[config.mk]
export PLATFORM = sky130hd
export DESIGN_NAME = nbody_host
export DESIGN_NICKNAME = d
export VERILOG_FILES = /design/src/rtl/nbody_host.sv
export SDC_FILE = /design/constraint.sdc
export NUM_CORES = 1
export LEC_CHECK = 0
export CAP_MARGIN = 20
export CORE_UTILIZATION = 47
export CTS_CLUSTER_SIZE = 20
export DETAILED_ROUTE_END_ITERATION = 8
export PLACE_DENSITY_LB_ADDON = 0.05
export SLEW_MARGIN = 5
export SYNTH_ARGS = -nofsm -noshare
export SYNTH_HDL_FRONTEND = slang
export SYNTH_SLANG_ARGS = --single-unit
[constraint.sdc]
create_clock -name clk -period 5.8 [get_ports clk]
set_clock_uncertainty 0.05 [all_clocks]
set_input_delay 1.16 -clock clk [delete_from_list [all_inputs] [get_ports clk]]
set_output_delay 1.16 -clock clk [all_outputs]
set_load 0.01 [all_outputs]
[src/rtl/nbody_host.sv]
// nbody_host: bus initiator that configures, loads, polls and drains the n-body accelerator.
// Defining NBODY_HOST_TIMEOUT_EN bounds the DONE polling to TIMEOUT_POLLS consecutive misses.
module nbody_host #(
  parameter int BODIES        = 512,
  parameter int DATA_WIDTH    = 64,
  parameter int ADDR_WIDTH    = 16,
  parameter int POLL_GAP      = 8,
  parameter int TIMEOUT_POLLS = 4096
) (
  input  logic                  clk,
  input  logic                  rst,
  input  logic                  start,
  input  logic [8:0]            n_bodies,
  input  logic [8:0]            gap,
  input  logic [15:0]           frames,
  output logic                  busy,
  output logic                  error,
  input  logic                  in_valid,
  output logic                  in_ready,
  input  logic [DATA_WIDTH-1:0] in_data,
  output logic                  out_valid,
  input  logic                  out_ready,
  output logic [DATA_WIDTH-1:0] out_data,
  output logic                  out_last,
  output logic [ADDR_WIDTH-1:0] m_addr,
  output logic [DATA_WIDTH-1:0] m_writedata,
  output logic                  m_write,
  output logic                  m_read,
  output logic                  m_chipselect,
  input  logic [DATA_WIDTH-1:0] m_readdata
);

  typedef enum logic [3:0] {
    IDLE, CFG, LOAD, GO, POLL_WAIT, POLL, ACK_SET, FETCH, ACK_CLR, STOP
  } state_t;

  localparam logic [6:0] OP_GO   = 7'h00;
  localparam logic [6:0] OP_READ = 7'h01;
  localparam logic [6:0] OP_NB   = 7'h02;
  localparam logic [6:0] OP_X    = 7'h03;
  localparam logic [6:0] OP_GAP  = 7'h08;
  localparam logic [6:0] OP_DONE = 7'h40;
  localparam logic [6:0] OP_RX   = 7'h41;
  localparam logic [6:0] OP_RY   = 7'h42;

  localparam int BW = (BODIES > 1) ? $clog2(BODIES) : 1;
  localparam int GW = $clog2(POLL_GAP + 1);

  state_t                  state_q, state_d;
  logic [8:0]              n_q;
  logic [8:0]              gap_q;
  logic [BW-1:0]           n_m1_q;
  logic [15:0]             frames_m1_q;
  logic [BW-1:0]           body_q;
  logic [15:0]             frame_q;
  logic [2:0]              idx_q;
  logic [1:0]              ph_q;
  logic                    sel_q;
  logic [GW-1:0]           gcnt_q;
  logic                    out_valid_q;
  logic                    out_last_q;
  logic [DATA_WIDTH-1:0]   out_data_q;
  logic                    error_q;
  logic                    start_ok;
  logic                    body_last;

`ifdef NBODY_HOST_TIMEOUT_EN
  localparam int TW = $clog2(TIMEOUT_POLLS + 1);
  logic [TW-1:0]           to_cnt_q;
`endif

  function automatic logic [ADDR_WIDTH-1:0] mk_addr(input logic [6:0] op, input logic [8:0] b);
    return ADDR_WIDTH'({op, b});
  endfunction

  assign start_ok  = (n_bodies != 9'd0) && (frames != 16'd0);
  assign body_last = (body_q == n_m1_q);

  assign error     = error_q;
  assign out_valid = out_valid_q;
  assign out_last  = out_last_q;
  assign out_data  = out_data_q;

  always_ff @(posedge clk or negedge rst) begin
    if (!rst) state_q <= IDLE;
    else      state_q <= state_d;
  end

  // Run configuration, captured once per accepted start
  always_ff @(posedge clk) begin
    if (state_q == IDLE && start && start_ok) begin
      n_q         <= n_bodies;
      n_m1_q      <= BW'(n_bodies - 9'd1);
      gap_q       <= gap;
      frames_m1_q <= frames - 16'd1;
    end
  end

  always_comb begin
    state_d      = state_q;
    busy         = (state_q != IDLE);
    in_ready     = 1'b0;
    m_addr       = '0;
    m_writedata  = '0;
    m_write      = 1'b0;
    m_read       = 1'b0;
    m_chipselect = 1'b0;
    case (state_q)
      IDLE: if (start && start_ok) state_d = CFG;
      CFG: begin
        m_write      = 1'b1;
        m_chipselect = 1'b1;
        case (idx_q)
          3'd0:    m_addr = mk_addr(OP_GO, 9'd0);
          3'd1:    m_addr = mk_addr(OP_READ, 9'd0);
          3'd2: begin
            m_addr      = mk_addr(OP_NB, 9'd0);
            m_writedata = DATA_WIDTH'(n_q);
          end
          default: begin
            m_addr      = mk_addr(OP_GAP, 9'd0);
            m_writedata = DATA_WIDTH'(gap_q);
          end
        endcase
        if (idx_q == 3'd3) state_d = LOAD;
      end
      LOAD: begin
        in_ready = 1'b1;
        if (in_valid) begin
          m_write      = 1'b1;
          m_chipselect = 1'b1;
          m_addr       = mk_addr(OP_X + 7'(idx_q), 9'(body_q));
          m_writedata  = in_data;
          if (idx_q == 3'd4 && body_last) state_d = GO;
        end
      end
      GO: begin
        m_write      = 1'b1;
        m_chipselect = 1'b1;
        m_addr       = mk_addr(OP_GO, 9'd0);
        m_writedata  = DATA_WIDTH'(1);
        state_d      = POLL_WAIT;
      end
      POLL_WAIT: if (gcnt_q == GW'(POLL_GAP - 1)) state_d = POLL;
      POLL: begin
        m_addr = mk_addr(OP_DONE, 9'd0);
        if (ph_q == 2'd1) begin
          m_read       = 1'b1;
          m_chipselect = 1'b1;
        end
        if (ph_q == 2'd2) begin
          if (m_readdata[0]) state_d = ACK_SET;
`ifdef NBODY_HOST_TIMEOUT_EN
          else if (to_cnt_q == TW'(TIMEOUT_POLLS - 1)) state_d = STOP;
`endif
          else state_d = POLL_WAIT;
        end
      end
      ACK_SET: begin
        m_write      = 1'b1;
        m_chipselect = 1'b1;
        m_addr       = mk_addr(OP_READ, 9'd0);
        m_writedata  = DATA_WIDTH'(1);
        state_d      = FETCH;
      end
      FETCH: begin
        // Address stays up through setup, strobe and sample; only ph 1 strobes
        m_addr = mk_addr(sel_q ? OP_RY : OP_RX, 9'(body_q));
        if (ph_q == 2'd1) begin
          m_read       = 1'b1;
          m_chipselect = 1'b1;
        end
        if (ph_q == 2'd3 && out_valid_q && out_ready && sel_q && body_last) state_d = ACK_CLR;
      end
      ACK_CLR: begin
        m_write      = 1'b1;
        m_chipselect = 1'b1;
        m_addr       = mk_addr(OP_READ, 9'd0);
        state_d      = (frame_q != frames_m1_q) ? POLL_WAIT : STOP;
      end
      STOP: begin
        m_write      = 1'b1;
        m_chipselect = 1'b1;
        m_addr       = mk_addr(OP_GO, 9'd0);
        state_d      = IDLE;
      end
      default: state_d = IDLE;
    endcase
  end

  always_ff @(posedge clk or negedge rst) begin
    if (!rst) begin
      body_q      <= '0;
      frame_q     <= '0;
      idx_q       <= '0;
      ph_q        <= '0;
      sel_q       <= 1'b0;
      gcnt_q      <= '0;
      out_valid_q <= 1'b0;
      out_last_q  <= 1'b0;
      out_data_q  <= '0;
      error_q     <= 1'b0;
`ifdef NBODY_HOST_TIMEOUT_EN
      to_cnt_q    <= '0;
`endif
    end else begin
      error_q <= 1'b0;
      case (state_q)
        IDLE: if (start) begin
          if (start_ok) begin
            frame_q <= '0;
            idx_q   <= '0;
            body_q  <= '0;
`ifdef NBODY_HOST_TIMEOUT_EN
            to_cnt_q <= '0;
`endif
          end else begin
            error_q <= 1'b1;
          end
        end
        CFG: idx_q <= (idx_q == 3'd3) ? 3'd0 : idx_q + 3'd1;
        LOAD: if (in_valid) begin
          if (idx_q == 3'd4) begin
            idx_q <= 3'd0;
            if (!body_last) body_q <= body_q + 1'b1;
          end else begin
            idx_q <= idx_q + 3'd1;
          end
        end
        GO: gcnt_q <= '0;
        POLL_WAIT: begin
          if (gcnt_q == GW'(POLL_GAP - 1)) begin
            gcnt_q <= '0;
            ph_q   <= '0;
          end else begin
            gcnt_q <= gcnt_q + 1'b1;
          end
        end
        POLL: begin
          if (ph_q == 2'd2) begin
            ph_q   <= '0;
            gcnt_q <= '0;
`ifdef NBODY_HOST_TIMEOUT_EN
            if (m_readdata[0]) begin
              to_cnt_q <= '0;
            end else if (to_cnt_q == TW'(TIMEOUT_POLLS - 1)) begin
              to_cnt_q <= '0;
              error_q  <= 1'b1;
            end else begin
              to_cnt_q <= to_cnt_q + 1'b1;
            end
`endif
          end else begin
            ph_q <= ph_q + 2'd1;
          end
        end
        ACK_SET: begin
          body_q <= '0;
          sel_q  <= 1'b0;
          ph_q   <= '0;
        end
        FETCH: begin
          case (ph_q)
            2'd2: begin
              out_data_q  <= m_readdata;
              out_valid_q <= 1'b1;
              out_last_q  <= sel_q && body_last;
              ph_q        <= 2'd3;
            end
            2'd3: if (out_ready) begin
              out_valid_q <= 1'b0;
              out_last_q  <= 1'b0;
              ph_q        <= 2'd0;
              if (!sel_q) begin
                sel_q <= 1'b1;
              end else begin
                sel_q <= 1'b0;
                if (!body_last) body_q <= body_q + 1'b1;
              end
            end
            default: ph_q <= ph_q + 2'd1;
          endcase
        end
        ACK_CLR: begin
          gcnt_q <= '0;
          if (frame_q != frames_m1_q) frame_q <= frame_q + 16'd1;
        end
        default: ;
      endcase
    end
  end

endmodule
# After elaboration in Yosys (flattened, before gate mapping)
# Index checks and enable logic that the tools add are counted.
# classes
reduce_logical	37
add_sub_neg	8
eq_ne	35
n_mux	60
# ops
op	n
64-bit one-hot mux with 3 select lines	1
16-bit one-hot mux with 5 select lines	1
9-bit 2-to-1 mux	8
64-bit 2-to-1 mux	1
16-bit 2-to-1 mux	3
4-bit 2-to-1 mux	10
13-bit one-hot mux with 3 select lines	1
4-bit one-hot mux with 9 select lines	1
9-bit one-hot mux with 4 select lines	1
16-bit one-hot mux with 2 select lines	1
2-bit inequality test, second input constant	14
4-bit by 3-bit == test with 1-bit output, second input constant	5
9-bit one-hot mux with 2 select lines	1
16-bit by 1-bit adder with 16-bit output, second input constant	1
16-bit inequality test	1
16-bit nonzero test	1
16-bit by 1-bit subtractor with 16-bit output, second input constant	1
3-bit 2-to-1 mux	5
13-bit 2-to-1 mux	1
4-bit one-hot mux with 3 select lines	1
4-bit nonzero test	3
1-bit 2-to-1 mux	11
1-bit logical AND	10
2-bit 2-to-1 mux	5
other kinds (34)	52
# totals
register_bits	149
in_bits	167
output_inout_bits	152
elab_cells	155

# Logic depth before layout (Yosys ltp)
# Gate-level depths: netlist (run 1).
# logic_depth
ltp_word	7
ltp_mapped	8

# Worst setup path after synthesis (run 1)
# No wires, ideal clock.
# synth_timing
kind	in2reg
from	input frames[0]
to	register frames_m1_q[0], enable pin
arrival_ps	3351
path_slack_ps	1974
required_ps	5326
cell_stages	7
cell_sequence	inv_1 ha_1 nor4b_1 nand4_1 nand3b_1 inv_1 clkbuf_1
# synth_via
elab_chain_cells	3
# synth_rtl
element	line_no	text
start: declaration	15	input logic [15:0] frames,
16-bit nonzero test	76	assign start_ok = (n_bodies != 9'd0) && (frames != 16'd0);
1-bit logical AND	76	
1-bit logical AND	91	if (state_q == IDLE && start && start_ok) begin
end signal: assignment	95	frames_m1_q <= frames - 16'd1;
end: declaration	53	logic [15:0] frames_m1_q;
# Every way passes these cells.
# A chain may end at the register's enable or synchronous reset.

# Worst setup path after layout (run 1)
# layout_timing
from	register state_q[1]
to	output m_addr[1]
# layout_via
elab_chain_cells	3
# layout_rtl
element	line_no	text
start: declaration	49	state_t state_q, state_d;
start signal: assignment	86	else state_q <= state_d;
4-bit == test or 4-bit by 3-bit == test with 1-bit output (tied branches)	108	case (state_q)
2-bit OR reduction (no source line)	n/a	
16-bit one-hot mux with 5 select lines (*)	108	
end: declaration	25	output logic [ADDR_WIDTH-1:0] m_addr,
# Mark *: on every way between the ends. The rest lies on a longest branch, timed or not.

==> results of run 1 <==
[layer usage]
metal	vias up	share of wire (%)	wire length, µm	track usage, %
met4	0	1.4	308	6.797
li1	3206	-	-	-
met2	274	46	10150	39.78
met1	3201	46	10040	35.58
met3	26	6.4	1401	6.057
met5	-	0	0	0
[cell usage in the layout, fill, tap and decap left out, types with 11 or more instances in the layout]
| cell | synthesis | routed |
|---|---|---|
| nor3_1 | 13 | 13 |
| mux2_2 | 66 | 66 |
| nor2_1 | 28 | 26 |
| o21ai_0 | 21 | 21 |
| xor2_1 | 11 | 11 |
| edfxtp_1 | 43 | 43 |
| o31ai_1 | 13 | 13 |
| clkdlybuf4s50_1 | 0 | 315 |
| clkbuf_16 | 0 | 17 |
| inv_1 | 28 | 27 |
| a21oi_1 | 22 | 22 |
| and3_1 | 63 | 63 |
| nand3_1 | 23 | 23 |
| ha_1 | 18 | 18 |
| nand2_1 | 49 | 49 |
| xnor2_1 | 33 | 33 |
| dfrtp_1 | 106 | 106 |
[through the flow]
stage               total power [mW]  util [%]  std cells
global route                   4.735     73.12       1245
floorplan                      2.543         -        714
detailed placement             3.380     69.26       1212
CTS                            4.502     72.95       1244
global placement               3.341     69.14       1211
finish                         4.482     73.12       1245
[worst register-to-register path: cells and delay by family, from the launching register on]
| kind | cells | cell delay, ns |
|---|---|---|
| AND/OR/NAND/NOR | 3 | 1.00 |
| buffers and inverters | 2 | 0.82 |
| flip-flops | 1 | 0.58 |
[worst min-delay path by stage]
stage	start	to	slack, ns	cells after the start
finish	gcnt_q[3]$_DFFE_PN0P_	gcnt_q[3]$_DFFE_PN0P_	0.44	1
global route	out_data[61]$_DFFE_PN0P_	out_data[61]$_DFFE_PN0P_	0.47	1
CTS	gcnt_q[3]$_DFFE_PN0P_	gcnt_q[3]$_DFFE_PN0P_	0.44	1
detailed placement	gcnt_q[3]$_DFFE_PN0P_	gcnt_q[3]$_DFFE_PN0P_	0.42	1
global placement	gcnt_q[3]$_DFFE_PN0P_	gcnt_q[3]$_DFFE_PN0P_	0.41	1
floorplan	gcnt_q[3]$_DFFE_PN0P_	gcnt_q[3]$_DFFE_PN0P_	0.39	1
[cell usage after synthesis (7+ instances only)]
master    number
ha_1          18
inv_1         28
nor2_1        28
nor3_1        13
edfxtp_1      43
mux2i_1        8
clkbuf_1      19
a22oi_1        8
xor2_1        11
o21ai_0       21
nand4_1        9
nor4_1         8
a31oi_1        7
mux2_2        66
and3_1        63
nand2_1       49
or4_1          9
buf_2         14
xnor2_1       33
nand3_1       23
dfrtp_1      106
nor2b_1        9
o31ai_1       13
a21oi_1       22
[cell type report]
cell class | count | area [µm²] | share of cell area, %
well taps | 216 | 270.3 | 2.293
inverters | 28 | 105.1 | 0.8919
clock inverters | 15 | 168.9 | 1.433
multi-input cells | 497 | 3625 | 30.76
repair buffers | 323 | 3246 | 27.54
clock buffers | 17 | 425.4 | 3.610
flip-flops and latches | 149 | 3944 | 33.47
[where the power goes]
group          internal [mW]  switching (mW)
Sequential              1.39           0.286
Combinational          0.954           0.744
Clock                  0.646           0.461
[sequential cells by signal, indices dropped and copies added, names as in the netlist]
name,flops
frame_q,16
state_q,4
gap_q,9
idx_q,3
ph_q,2
out_valid,1
frames_m1_q,16
body_q,9
n_q,9
gcnt_q,4
n_m1_q,9
out_data,64
error,1
sel_q,1
out_last,1
[logic make-up (layout without fill, tap and decap cells)]
kind of cell	Yosys count	count (layout)	share of synthesized area, %
buffers and inverters	68	383	3.811
multiplexers	74	74	10.49
AND/OR/NAND/NOR	255	255	18.18
flip-flops	149	149	50.26
other	1	2	0.04779
AO/OA/AOI/OAI	102	102	9.024
adder cells (fa/ha/maj)	18	18	2.870
XOR/XNOR	46	46	5.325
==> impl_metrics.py, run 1 <==
metrics = {
    "critical_path": {
        "cp_cell_sequence": "inv_1, nor3_1, nor2_1, nor2_1, clkdlybuf4s50_1",
        "rrSetupSlack_ns": 3.04,
        "startpoint_type": "flip-flop",
        "endpoint": "m_addr[1]",
        "worstSetupStartpoint": "state_q[1]$_DFFE_PN0P_",
        "crit_family": "simple AND/OR/NAND/NOR gates",
        "end_kind": "primary output",
        "required_ns": 4.59,
        "reg2reg_to": "n_q[6]$_DFFE_PP_",
        "timing.rr.start": "state_q[2]$_DFFE_PN0P_",
        "cp.depth": 5,
        "rr_worst_depth": 5,
        "critical_path.most_common_cell": "nor2_1",
        "critPathMaxFanout": 21,
        "critPathKind": "flip-flop to primary output",
        "critPathArrivalTime_ns": 3.60,
        "path_buf_inv": 2,
        "cp_slowest_cell": "nor3_1",
        "max_stage_delay_ns": 0.88,
    },
    "finish": {
        "final_area_um2": 11780,
        "n_fill_cell": 1193,
        "areaGrowthSynthToFinish_pct": 50.16,
        "final_layout_size_suffix_gt1_share_pct": 12.15,
        "nNetsFinal": 1201,
        "antenna_cells": 0,
    },
    "synth": {
        "syn_area_per_cell_um2": 11.01,
        "synth_seq_cells": 149,
        "synth_edf_count": 43,
        "ys_seq_area_share_pct": 50.26,
        "synthDistinctLibCells": 69,
        "syn_inst": 713,
        "postSynth.topFlopCell": "dfrtp_1",
        "yosys-top-cells-area": "dfrtp_1 (34%), edfxtp_1 (16%), mux2_2 (9.5%)",
        "netlist_area_um2": 7848,
        "yosysWarnings": 0,
        "yosysTopAreaCellShare_pct": 33.80,
        "synthArstFlopShare_pct": 71.14,
        "synth_top_cell_by_area": "dfrtp_1",
    },
    "timing": {
        "worst_pin_slew_ns": 1.000,
        "drv_slew": 0,
        "worst_slack_ns": 0.9939,
        "fmax_ghz": 0.2081,
        "hold_slack_ns": 0.4417,
        "relSlewSlack_pct": 32.79,
        "final_hold_viol_count": 0,
        "period_minus_slack_ns": 4.806,
        "setup_viol": 0,
        "setup_tns_ns": 0,
        "rsz0062_at_grt": "false",
        "timing.final.crit_share_pct": 82.86,
    },
    "clock_network": {
        "cts_resized": 0,
        "cts_tree": "yes",
        "clockRootBuffer": "clkbuf_16",
        "cts_buffer_depth": 2,
        "cts-buffers-inserted": 17,
        "clock-sinks": 149,
        "clk_pin_slew_ns": 0.06,
        "htreeDepth": 4,
        "post_cts_buffers": 0,
        "holdBufCountCts": 0,
        "clk_latency_ns": 0.42,
    },
    "die": {
        "die_h_um": 131.2,
        "die_x_um": 131.2,
        "io_pins": 319,
        "initial_core_util_pct": 48.70,
        "dieArea_um2": 17220,
        "rows": 46,
        "fp.coreArea_um2": 16120,
    },
    "placed_design": {
        "port_buffers": 316,
        "pre_cts_slack_ns": 1.312,
        "dpl.hpwl_mm": 16.35,
        "gp_congestion": 0.8572,
        "place_area_um2": 11160,
    },
    "drt": {
        "viasPerCell": 5.387,
        "drt-initial-drc-count": 557,
        "drt-wirelength-per-cell_um": 17.59,
        "routed_wl_mm": 21.90,
        "dr.pass1.iters": 6,
        "drc": 0,
        "final_antenna_net_count": 0,
        "vias": 6707,
    },
    "power_and_ir_drop": {
        "ir_drop_v": 0.0002655,
        "power.leakage_nw": 4.871,
        "p_per_area_nw_per_um2": 380.4,
    },
    "global_route": {
        "grt-ovfl-total": 0,
        "grt_pass1_wl_mm": 34.53,
        "grt_max_degree": 59,
        "grt_pass1_vias": 6150,
        "grt_use_total_pct": 25.53,
        "antenna_found_initial": 0,
    },
    "hold_path": {
        "worstHoldPathType": "flip-flop to flip-flop",
    },
    "run": {
        "maxCapViolCount": 0,
    },
    "outcome": {
        "outcome": "completed",
    },
}
Note: power is estimated with default switching activity, not from simulation.
==> inputs of run 2 (changes only) <==
--- a/config.mk
+++ b/config.mk
@@ -6,7 +6,7 @@
 export NUM_CORES = 1
 export LEC_CHECK = 0
 export CAP_MARGIN = 20
-export CORE_UTILIZATION = 47
+export CORE_UTILIZATION = 40
 export CTS_CLUSTER_SIZE = 20
 export DETAILED_ROUTE_END_ITERATION = 8
 export PLACE_DENSITY_LB_ADDON = 0.05
==> constraint.sdc (replaced) <==
create_clock -name clk -period 4.3 [get_ports clk]
set_clock_uncertainty 0.05 [all_clocks]
set_input_delay 0.86 -clock clk [delete_from_list [all_inputs] [get_ports clk]]
set_output_delay 0.86 -clock clk [all_outputs]
set_load 0.01 [all_outputs]
==> impl_metrics.py, run 2 (same netlist as run 1, synthesis figures left out) <==
metrics = {
    "drt": {
        "vias": 6529,
        "dr.pass1.iters": 5,
        "drc": 0,
        "drt-initial-drc-count": 389,
        "viasPerCell": 5.038,
        "drt-wirelength-per-cell_um": 16.20,
        "final_antenna_net_count": 0,
        "routed_wl_mm": 20.99,
    },
    "power_and_ir_drop": {
        "power.leakage_nw": 4.903,
        "internal_power_mw": 4.040,
        "p_comb_share_pct": 38.7,
        "p_per_area_nw_per_um2": 506.7,
        "p_seq_share_pct": 37.2,
        "pwr-share-clk_pct": 24.1,
        "ir_drop_v": 0.0003158,
        "switching_share_pct": 32.75,
        "p_sw_mw": 1.968,
    },
    "critical_path": {
        "worstSetupStartpoint": "state_q[2]$_DFFE_PN0P_",
        "cp_cell_sequence": "nor2_1, nand3_1, nor3b_2, a21oi_1, o21ai_0, clkdlybuf4s50_1",
        "rr_worst_depth": 6,
        "required_ns": 3.39,
        "reg2reg_to": "n_m1_q[2]$_DFFE_PP_",
        "max_stage_delay_ns": 0.65,
        "timing.rr.start": "state_q[1]$_DFFE_PN0P_",
        "rrSetupSlack_ns": 1.78,
        "endpoint": "m_addr[10]",
        "end_kind": "primary output",
        "critPathKind": "flip-flop to primary output",
        "cp_slowest_cell": "nor3b_2",
        "critPathArrivalTime_ns": 2.98,
        "critPathMaxFanout": 18,
        "startpoint_type": "flip-flop",
    },
    "die": {
        "die_x_um": 142.1,
        "fp.coreArea_um2": 18960,
        "io_pins": 319,
        "initial_core_util_pct": 41.40,
        "rows": 50,
        "die_h_um": 142.1,
        "dieArea_um2": 20180,
    },
    "global_route": {
        "grt_pass1_wl_mm": 32.76,
        "antenna_found_initial": 0,
        "grt_use_total_pct": 20.77,
        "grt_pass1_vias": 6040,
        "grt_max_degree": 67,
        "grt-ovfl-total": 0,
    },
    "finish": {
        "final_common_cell": "clkdlybuf4s50_1",
        "nNetsFinal": 1208,
        "final_layout_size_suffix_gt1_share_pct": 12.64,
        "largest_register_ffs": 64,
        "layout_common_cells": "clkdlybuf4s50_1 (315), dfrtp_1 (106), mux2_2 (66)",
        "n_fill_cell": 1565,
        "antenna_cells": 0,
        "final_area_um2": 11860,
        "areaGrowthSynthToFinish_pct": 51.07,
    },
    "timing": {
        "relSlewSlack_pct": 44.86,
        "hold_slack_ns": 0.4230,
        "timing.final.crit_share_pct": 90.41,
        "setup_tns_ns": 0,
        "worst_pin_slew_ns": 0.8271,
        "final_hold_viol_count": 0,
        "rsz0062_at_grt": "false",
        "setup_viol": 0,
        "period_minus_slack_ns": 3.888,
        "drv_slew": 0,
        "fmax_ghz": 0.2572,
    },
    "clock_network": {
        "post_cts_buffers": 0,
        "clockRootBuffer": "clkbuf_16",
        "htreeDepth": 4,
        "cts_buffer_depth": 2,
        "clk_latency_ns": 0.42,
        "cts-buffers-inserted": 17,
        "clock-sinks": 149,
        "clk_pin_slew_ns": 0.06,
        "cts_resized": 0,
        "cts_tree": "yes",
        "holdBufCountCts": 0,
    },
    "hold_path": {
        "min-delay-start": "gcnt_q[3]$_DFFE_PN0P_",
        "worstHoldPathType": "flip-flop to flip-flop",
    },
    "placed_design": {
        "place_area_um2": 11260,
        "port_buffers": 316,
        "dpl.hpwl_mm": 15.93,
        "gp_congestion": 0.8177,
    },
    "run": {
        "maxCapViolCount": 0,
    },
    "outcome": {
        "outcome": "completed",
    },
}
run 2: cell types whose count changed in the layout (fill, tap and decap cells not counted), sizes merged:
cell,previous run,this run
inv,36,33
buf,8,15
clkinvlp,3,0
clkbuf,17,18
clkinv,2,7
run 2: layer usage:
| metal | global-route usage (%) | wire length (µm) | vias to the layer above |
|---|---|---|---|
| met4 | 5.433 | 171 | 0 |
| met1 | 29.24 | 9707 | 3081 |
| li1 | - | - | 3215 |
| met5 | 0 | 0 | - |
| met3 | 4.643 | 1406 | 11 |
| met2 | 32.17 | 9705 | 222 |
run 2: worst max-delay path: cells and delay by family, from the launching register on:
kind            cells  cell delay [ns]
simple gates        3             1.09
buf+inv             1             0.60
flops               1             0.58
compound gates      2             0.28
run 2: power by group through the flow:
stage	clock, mW	sequential, mW	combinational (mW)
6_report	1.45	2.24	2.32
3_3_place_gp	0	2.25	2.31
3_5_place_dp	0	2.26	2.33
5_1_grt	1.55	2.30	2.53
4_1_cts	1.48	2.24	2.34
2_1_floorplan	0	2.28	1.15
run 2: area by class of cell:
cell class,instances,area (µm²),share of cell area [%]
clock buffers,18,429.2,3.620
clock inverters,14,148.9,1.256
inverters,28,105.1,0.8865
multi-input cells,497,3625,30.58
flip-flops and latches,149,3944,33.27
well taps,260,325.3,2.744
repair buffers,330,3278,27.65
run 2: worst min-delay path by stage:
stage / depth (start not counted) / to / slack [ns]
4_1_cts: 1 / gcnt_q[3]$_DFFE_PN0P_ / 0.42
2_1_floorplan: 1 / gcnt_q[3]$_DFFE_PN0P_ / 0.39
3_3_place_gp: 1 / gcnt_q[3]$_DFFE_PN0P_ / 0.41
3_5_place_dp: 1 / gcnt_q[3]$_DFFE_PN0P_ / 0.41
6_report: 1 / gcnt_q[3]$_DFFE_PN0P_ / 0.42
5_1_grt: 1 / gcnt_q[3]$_DFFE_PN0P_ / 0.44
run 2: per-stage QoR:
stage	power, mW	utilization, %	cells	setup slack (ns)
after floorplan	3.430	-	714	0.7744
after global placement	4.558	59.39	1263	0.6552
after detailed placement	4.594	59.39	1263	0.5935
after CTS	6.061	62.44	1295	0.4262
after global routing	6.380	62.54	1296	0.1618
final	6.008	62.54	1296	0.4122
==> inputs of run 3 (changes only) <==
--- a/config.mk
+++ b/config.mk
@@ -7,7 +7,6 @@
 export LEC_CHECK = 0
 export CAP_MARGIN = 20
 export CORE_UTILIZATION = 40
-export CTS_CLUSTER_SIZE = 20
 export DETAILED_ROUTE_END_ITERATION = 8
 export PLACE_DENSITY_LB_ADDON = 0.05
 export SLEW_MARGIN = 5
==> results of run 3 <==
Same layout as run 2: the final DEF is identical, and so are final timing and power.
